==> src/rtl/hynoc_stream_pkg.sv <==
// Definitions shared by the HyNoC stream writer and reader: payload LFSR
// polynomial, header field layout, EOP position and FSM state encoding.
package hynoc_stream_pkg;

  // x^32 + x^22 + x^2 + x + 1, right-shifting Galois form
  localparam logic [31:0] LFSR_POLY = 32'h8020_0003;

  localparam int HDR_ID_MSB  = 31;
  localparam int HDR_ID_LSB  = 16;
  localparam int HDR_IDX_MSB = 15;
  localparam int HDR_IDX_LSB = 0;

  typedef logic [1:0] state_t;

  localparam state_t S_HDR  = 2'd0;
  localparam state_t S_DATA = 2'd1;
  localparam state_t S_DONE = 2'd2;

  // EOP sits directly above the payload
  function automatic int eop_bit(input int payload_width);
    return payload_width;
  endfunction

  function automatic logic [31:0] lfsr_next(input logic [31:0] s);
    return {1'b0, s[31:1]} ^ (s[0] ? LFSR_POLY : 32'h0);
  endfunction

endpackage

==> src/rtl/hynoc_stream_lfsr.sv <==
// Seedable 32-bit Galois LFSR; value shows the current word and steps once
// per cycle with adv high.
module hynoc_stream_lfsr
  import hynoc_stream_pkg::*;
#(
  parameter logic [31:0] SEED = 32'd1
) (
  input  logic        clk,
  input  logic        rst,
  input  logic        adv,
  output logic [31:0] value
);

  logic [31:0] lfsr_q, lfsr_d;

  always_comb begin
    lfsr_d = lfsr_q;
    if (adv) lfsr_d = lfsr_next(lfsr_q);
  end

  always_ff @(posedge clk or posedge rst) begin
    if (rst) lfsr_q <= SEED;
    else     lfsr_q <= lfsr_d;
  end

  assign value = lfsr_q;

endmodule

==> src/rtl/hynoc_stream_reader.sv <==
// HyNoC stream reader: drains the egress FIFO and checks headers and LFSR payload.
// Build option HYNOC_STREAM_READER_RANDOM_WAIT_EN adds random idle gaps after each packet.
//
//   state  | meaning
//   S_HDR  | next captured flit is a header (ID + packet index)
//   S_DATA | captured flits are payload words checked against the LFSR
//   S_DONE | NB_PACKETS received; no further pops until reset
module hynoc_stream_reader
  import hynoc_stream_pkg::*;
#(
  parameter int          READER_CHECKER_ID = 0,
  parameter logic [31:0] FLIT_RANDOM_SEED  = 32'd556,
  parameter int          NB_PACKETS        = 100,
  parameter int          MAX_NB_FLITS      = 1024,
  parameter int          MAX_WAIT          = 1024,
  parameter int          LOG2_FIFO_DEPTH   = 5,
  parameter int          PAYLOAD_WIDTH     = 32,
  parameter int          FLIT_WIDTH        = PAYLOAD_WIDTH + 1
) (
  input  logic                       local_clk,
  input  logic                       local_arst,
  output logic                       local_egress_read,
  input  logic [FLIT_WIDTH-1:0]      local_egress_data,
  input  logic [LOG2_FIFO_DEPTH:0]   local_egress_fifo_level,
  output logic                       packet_received,
  output logic                       all_packets_received,
  output logic                       error,
  output logic [15:0]                error_count,
  output logic [15:0]                packet_count
);

  localparam int EOP   = eop_bit(PAYLOAD_WIDTH);
  localparam int CNT_W = $clog2(MAX_NB_FLITS + 1);

  if (PAYLOAD_WIDTH < 32 || FLIT_WIDTH != PAYLOAD_WIDTH + 1 || MAX_WAIT < 0) begin : g_param_check
    $error("hynoc_stream_reader: unsupported parameter combination");
  end

  state_t            state_q, state_d;
  logic              run_q, rd_q, rd_d;
  logic [15:0]       idx_q, idx_d, pkt_cnt_q, pkt_cnt_d, err_cnt_q, err_cnt_d;
  logic [CNT_W-1:0]  flit_cnt_q, flit_cnt_d;
  logic              pkt_rx_q, pkt_rx_d, done_q, done_d, err_q, err_d;
  logic              eop, hdr_ok, data_ok, err_hit, lfsr_adv, wait_ok;
  logic [31:0]       payload, lfsr_val;

  hynoc_stream_lfsr #(.SEED(FLIT_RANDOM_SEED)) u_data_lfsr (
    .clk   (local_clk),
    .rst   (local_arst),
    .adv   (lfsr_adv),
    .value (lfsr_val)
  );

  assign payload = local_egress_data[31:0];
  assign eop     = local_egress_data[EOP];
  assign hdr_ok  = (payload[HDR_ID_MSB:HDR_ID_LSB] == 16'(READER_CHECKER_ID)) &&
                   (payload[HDR_IDX_MSB:HDR_IDX_LSB] == idx_q);
  assign data_ok = (payload == lfsr_val);

  // The level lags a pop by one cycle, so an in-flight read is subtracted.
  assign local_egress_read = run_q && wait_ok && (state_q != S_DONE) &&
                             (local_egress_fifo_level > {{LOG2_FIFO_DEPTH{1'b0}}, rd_q});

  always_comb begin
    rd_d       = local_egress_read;
    state_d    = state_q;
    idx_d      = idx_q;
    flit_cnt_d = flit_cnt_q;
    pkt_cnt_d  = pkt_cnt_q;
    pkt_rx_d   = 1'b0;
    done_d     = done_q;
    err_hit    = 1'b0;
    lfsr_adv   = 1'b0;
    if (rd_q) begin
      case (state_q)
        S_HDR: begin
          err_hit    = !hdr_ok;
          flit_cnt_d = '0;
          if (eop) pkt_rx_d = 1'b1;
          else     state_d  = S_DATA;
        end
        S_DATA: begin
          lfsr_adv = 1'b1;
          // One flit past the maximum: flag it and treat what follows as headers.
          if (flit_cnt_q == CNT_W'(MAX_NB_FLITS)) begin
            err_hit = 1'b1;
            state_d = S_HDR;
          end else begin
            err_hit    = !data_ok;
            flit_cnt_d = flit_cnt_q + CNT_W'(1);
            if (eop) begin
              pkt_rx_d = 1'b1;
              state_d  = S_HDR;
            end
          end
        end
        default: ;
      endcase
    end
    if (pkt_rx_d) begin
      pkt_cnt_d = pkt_cnt_q + 16'd1;
      idx_d     = idx_q + 16'd1;
    end
    if (pkt_cnt_q == 16'(NB_PACKETS)) begin
      state_d = S_DONE;
      done_d  = 1'b1;
    end
    err_d     = err_q | err_hit;
    err_cnt_d = (err_hit && (err_cnt_q != 16'hFFFF)) ? err_cnt_q + 16'd1 : err_cnt_q;
  end

  always_ff @(posedge local_clk or posedge local_arst) begin
    if (local_arst) begin
      state_q    <= S_HDR;
      run_q      <= 1'b0;
      rd_q       <= 1'b0;
      idx_q      <= '0;
      flit_cnt_q <= '0;
      pkt_cnt_q  <= '0;
      err_cnt_q  <= '0;
      pkt_rx_q   <= 1'b0;
      done_q     <= 1'b0;
      err_q      <= 1'b0;
    end else begin
      state_q    <= state_d;
      run_q      <= 1'b1;
      rd_q       <= rd_d;
      idx_q      <= idx_d;
      flit_cnt_q <= flit_cnt_d;
      pkt_cnt_q  <= pkt_cnt_d;
      err_cnt_q  <= err_cnt_d;
      pkt_rx_q   <= pkt_rx_d;
      done_q     <= done_d;
      err_q      <= err_d;
    end
  end

`ifdef HYNOC_STREAM_READER_RANDOM_WAIT_EN
  localparam int WAIT_W = $clog2(MAX_WAIT + 2);

  logic [31:0]       wait_rand;
  logic [WAIT_W-1:0] wait_q, wait_d;

  hynoc_stream_lfsr #(.SEED(FLIT_RANDOM_SEED ^ 32'h5A5A_5A5A)) u_wait_lfsr (
    .clk   (local_clk),
    .rst   (local_arst),
    .adv   (pkt_rx_d),
    .value (wait_rand)
  );

  always_comb begin
    wait_d = wait_q;
    if (pkt_rx_d)            wait_d = WAIT_W'(wait_rand % 32'(MAX_WAIT + 1));
    else if (wait_q != '0)   wait_d = wait_q - WAIT_W'(1);
  end

  always_ff @(posedge local_clk or posedge local_arst) begin
    if (local_arst) wait_q <= '0;
    else            wait_q <= wait_d;
  end

  assign wait_ok = (wait_q == '0);
`else
  assign wait_ok = 1'b1;
`endif

  assign packet_received      = pkt_rx_q;
  assign all_packets_received = done_q;
  assign error                = err_q;
  assign error_count          = err_cnt_q;
  assign packet_count         = pkt_cnt_q;

endmodule

==> config.mk <==
export PLATFORM = sky130hd
export DESIGN_NAME = hynoc_stream_reader
export DESIGN_NICKNAME = d
export VERILOG_FILES = /design/src/rtl/hynoc_stream_pkg.sv /design/src/rtl/hynoc_stream_lfsr.sv /design/src/rtl/hynoc_stream_reader.sv
export SDC_FILE = /design/constraint.sdc
export NUM_CORES = 1
export LEC_CHECK = 0
export CAP_MARGIN = 40
export CORE_MARGIN = 2
export CORE_UTILIZATION = 40
export DETAILED_ROUTE_END_ITERATION = 10
export MAX_ROUTING_LAYER = met4
export PLACE_DENSITY = 0.59
export SETUP_SLACK_MARGIN = 0.5
export SLEW_MARGIN = 30
export SYNTH_ARGS = -nofsm -noshare
export SYNTH_HDL_FRONTEND = slang
export SYNTH_SLANG_ARGS = --single-unit
export TNS_END_PERCENT = 30
==> constraint.sdc <==
create_clock -name local_clk -period 8.9 [get_ports local_clk]
set_clock_uncertainty 0.15 [all_clocks]
set_input_delay 1.78 -clock local_clk [delete_from_list [all_inputs] [get_ports local_clk]]
set_output_delay 1.78 -clock local_clk [all_outputs]
set_load 0.02 [all_outputs]
==> results.md <==
* Final antenna-violating net count at 0
* Synth area leaders: dfrtp_1, xnor2_1, mux2_2, nand4_1, nand2_1
* CTS tree: yes
* Critical path origin: local_egress_fifo_level[0]
* Area of the multi-input gates at ~2300 um^2
* Syn nets at between 400 and 500
* Power density cells at 198 nW/um^2
* Seq cells post-synth at 98
* Setup Slack @ Placement at 3440 ps
* Met2 usage at roughly 26%
* Worst EP required at between 6000 and 7000 ps
* 1st-iter DRT viols at approximately 170
* Async S/R FF share, synth at 100%
* Nets at between 500 and 600
* Routability cong. at between 0.7 and 0.8
* Sink Count at 98
* Setup bufs post-CTS at 0
* Clk Latency, worst-skew pair at about 350 ps
* Cells after Synth at 430
* Netlist cell types at 42
* Max H-tree Level at 3
* DR pass1 iterations at 4
* Final max-slew violation count at 0
* Die footprint at around 13000 um^2
* Overflow after GRT at 0
* Smallest setup slack after layout at 3470 ps
* Top-level port count at between 70 and 80
* Vias in the first global route at roughly 3400
* Core Rows at 40
* Crit-path max FO at 2
* Core region area at between 10000 and 15000 um^2
* Max Cap Viol at 0
* RSZ-0062 raised after global routing: false
* Tcrit/Tclk final at approximately three fifths
* Number of synthesized flops with an enable pin at 0
* Area delta synth->final at 25.6%
* GR met3 Demand/Resource at 2.96%
* Startpoint types: primary input
* Max rail drop VDD at around 0.18 mV
* Clk Tree Root Cell: clkbuf_16
* Routed len/inst at roughly 15 um
* Clk slew on worst S/H paths at 60 ps
* Outcome: complete, no violations
* Pleak at 0.00255 uW
* Port Buffers at 76
* Largest net degree at the start of global routing at 41
* GRT busiest layer: met2
* Met1 global-route usage at between 20% and 30%
* Die X at between 100 and 150 um
* Initial Util at approximately two fifths
* Sequential share of the synthesized area at between 50% and 60%
* Hold_sp: all_packets_received
* Antenna violations before repair at 0
* Tot GR Track Use at between 15 and 20%
* Avg Synthesized Cell Area at around 11 um^2
* DRC viols at 0
* Routed vias/inst at just over 5
* Clock Path Buffers at 2
* CTS Hold Bufs at 0
* Crit. End Element: output port
* Post-synth top area cell: dfrtp_1
* Launch point of the worst reg-to-reg path: idx_q[4]
* Die span in y at 114 um
* Setup TNS at 0 ps
* Register Area at ~2500 um^2
* Top cell type's share of synthesized area at between 40 and 50%
* Ys Warns at 0
* HPWL Detailed at roughly 7400 um
* Minimum clock period at around 5400 ps
* Setup Crit Path Kind: primary input to output port
* Ant. Diodes at 0
* Vias at 3352
* CTS Buf Count at 9
* First-pass GRT wire length at ~17000 um
* Total Wirelength at 9950 um
* Cts repair resizes at 0
* Maximum clock frequency at ~180 MHz
* Slew HR at between 40 and 50%
* Top FF cell, synth: dfrtp_1
* Fill count at 1072
* Hold Crit Class: flop to flop
* Cell Area, Synth at 4880 um^2
* Worst Tran Pin Value at between 800 and 900 ps
* Final hold violation count at 0
* Endpoints failing setup at 0
* Worst Path Arrival at 3500 ps
* Layout cell share with drive strength beyond 1 at 12.8%
synth_stat cells (all sizes together) (3+ instances only):
cell type / n
dfrtp: 94
nand3: 23
inv: 9
buf: 4
and2: 3
and4: 3
nand4: 27
xnor2: 91
xor2: 11
o21ai: 8
nor2: 19
nor4: 12
clkbuf: 4
nor3: 6
ha: 7
and3: 15
or3: 3
mux2: 31
a21oi: 5
nand2: 38
dfstp: 4
per-layer routing:
metal / wire [um] / vias to the layer above
met1: 4850 / 1629
met2: 4650 / 56
li1: - / 1653
met3: 277 / 14
met4: 178 / 0
met5: 0 / -
metrics by stage:
step / std cells / hold WS (ps) / power, uW / instance area [um^2] / utilization (%)
finish: 664 / 324 / 1210 / 6120 / 51.2
global route: 664 / 368 / 1270 / 6120 / 51.2
CTS: 664 / 331 / 1230 / 6120 / 51.2
detailed placement: 648 / 307 / 807 / 5810 / 48.6
global placement: 647 / 303 / 802 / 5790 / 48.4
floorplan: 430 / 313 / 690 / 4880 / -
report_power, final:
group	switching [uW]	internal, uW
sequential	57.0	489
clock	163	254
combinational	121	129
layout by cell type (no fill, tap or decap), types with 8 or more instances in the layout:
cell,count
xor2_1,11
mux2_2,30
dfrtp_1,94
nand4_1,26
o21ai_0,8
and3_1,15
nand2_1,37
xnor2_1,91
nand3_1,22
clkdlybuf4s50_1,76
nor2_1,17
clkbuf_16,9
critical path, cell delays in order:
cell	delay, ps
clkdlybuf4s50_1	460
inv_1	40
ha_1	280
nor2_1	110
nor3_1	60
a21oi_1	150
clkdlybuf4s50_1	620
sequential cells by signal (all words and copies together) (netlist names):
signal,cells
all_packets_received,1
error,1
error_count,16
flit_cnt_q,11
idx_q,16
packet_count,16
packet_received,1
rd_q,1
run_q,1
state_q,2
u_data_lfsr.value,32
final cells by class:
type | instances | share of cell area [%]
flip-flops and latches | 98 | 40.1
multi-input cells | 315 | 38.2
repair buffers | 79 | 13.0
clock buffers | 13 | 4.09
well taps | 147 | 3.00
clock inverters | 3 | 1.06
inverters | 9 | 0.572
cells by family (layout without fill, tap and decap cells):
family                   Yosys count  count (layout)  share of synthesized area [%]
AND/OR/NAND/NOR                  157             157                           18.1
XOR/XNOR                         102             102                           18.3
flip-flops                        98              98                           50.4
multiplexers                      31              31                           7.16
AO/OA/AOI/OAI                     17              17                           2.46
buffers and inverters             17             104                           1.67
adder cells (fa/ha/maj)            7               7                           1.80
other                              1               1                         0.0769
final timing paths:
path                                             end  slack (ps)  depth (start not counted)
min in group asynchronous            packet_received        1620                          2
worst min-delay path            all_packets_received         320                          1
worst min register to register  all_packets_received         320                          1
worst max-delay path               local_egress_read        3470                          7
max in group asynchronous       u_data_lfsr.value[2]        5900                          4
worst max register to register        error_count[1]        6270                          6
No activity file was read; power rests on OpenSTA's default activity.
==> patch: new RTL, config.mk and constraints unchanged <==
Register the output `packet_count` once more, cleared by the reset; this adds one clock of latency there. The other outputs are not delayed to match.
--- a/src/rtl/hynoc_stream_reader.sv
+++ b/src/rtl/hynoc_stream_reader.sv
@@ -168,7 +168,13 @@
   assign all_packets_received = done_q;
   assign error                = err_q;
   assign error_count          = err_cnt_q;
-  assign packet_count         = pkt_cnt_q;
+  always_ff @(posedge local_clk or posedge local_arst) begin
+    if (local_arst) begin
+      packet_count <= '0;
+    end else begin
+      packet_count <= pkt_cnt_q;
+    end
+  end
 
 endmodule
 
Function: changed (a bounded check fails within 4 cycles, from zero or initial values and one cycle with local_arst high).
==> patch against the original RTL <==
  * Worst hold slack worse by 0.065 ns
  * Sequential cell count up 16
  * Global-route usage grew 1.5 points
  * Design area grew 14%
  * Synthesized area up 12%
  * Worst setup slack lost 0.093 ns
  * Total power grew 30%
  * Sequential power grew 18%
  * Routed wire length rose by 20%
  * Via count is 10% higher
  * Largest cell class unchanged
  * Largest power group is now the clock network
==> patch: results (changes against the original RTL) <==
outcome completed; ClkCell Share 8.44% (+3.3 points); sequential share of power 41.1% (-3.9 points); top cells by count, synth 110 x dfrtp_1, 81 x xnor2_1, 32 x nand2_1; Tightest Pin Transition 0.745 ns (-0.0669 ns); H-tree levels 4 (+1); top cells by area, synth dfrtp_1 50%, xnor2_1 13%, mux2_2 6.0%, xor2_1 3.4%, nand4_1 3.1%; dpl hpwl 8.48 mm (+15%); DR vias 3691 (+10%); total track usage 18.4% (+1.5 points); total CTS buffers 17 (+8); Worst-Skew Late Latency 0.42 ns (+0.07 ns); Detailed Route Iter0 Violations 310 (+83%); FF-to-FF path depth 8 (+2); syn_nets 517 (+8.2%); nonclk buf count 80 (+1.3%); WHS Path Cells 0 (-1); Fillers 1170 (+9.1%); Post-Place Worst Slack 3.37 ns (-0.0644 ns); vias in the first global route 3817 (+12%); FF+latch area 2860 sq um (+16%); Lkg Pwr 2.96 nW (+16%); Avg Inst Size Synth 11.7 sq um (+2.8%); Area Growth Syn to Fin 27.7%; Worst Hold End packet_count[14]$_DFF_PP0_; nets 600 (+7.1%)
-- patch: per-layer routing --
| metal | global-route usage, % | part of all wire [%] | vias to the layer above |
|---|---|---|---|
| li1 | - | - | 1801 |
| met1 | 24.9 | 48 | 1801 |
| met2 | 26.9 | 47 | 64 |
| met3 | 4.28 | 3.3 | 25 |
| met4 | 7.49 | 2.2 | 0 |
| met5 | - | 0 | - |
-- patch: logic make-up (layout without fill, tap and decap cells) --
kind of cell | Yosys count | count (layout) | share of synthesized area, %
simple gates | 170 | 170 | 18.7
flops | 114 | 114 | 52.3
xor+xnor | 102 | 102 | 16.3
mux | 30 | 30 | 6.18
buf+inv | 26 | 122 | 2.49
compound gates | 19 | 19 | 2.31
fa+ha+maj | 7 | 7 | 1.60
other cells | 1 | 1 | 0.0686
-- patch: worst max-delay path, stage by stage --
cell             delay, ns
clkdlybuf4s50_1       0.47
inv_1                 0.04
ha_1                  0.27
nor2_1                0.17
nor3_1                0.07
a21oi_1               0.16
clkdlybuf4s50_1       0.63
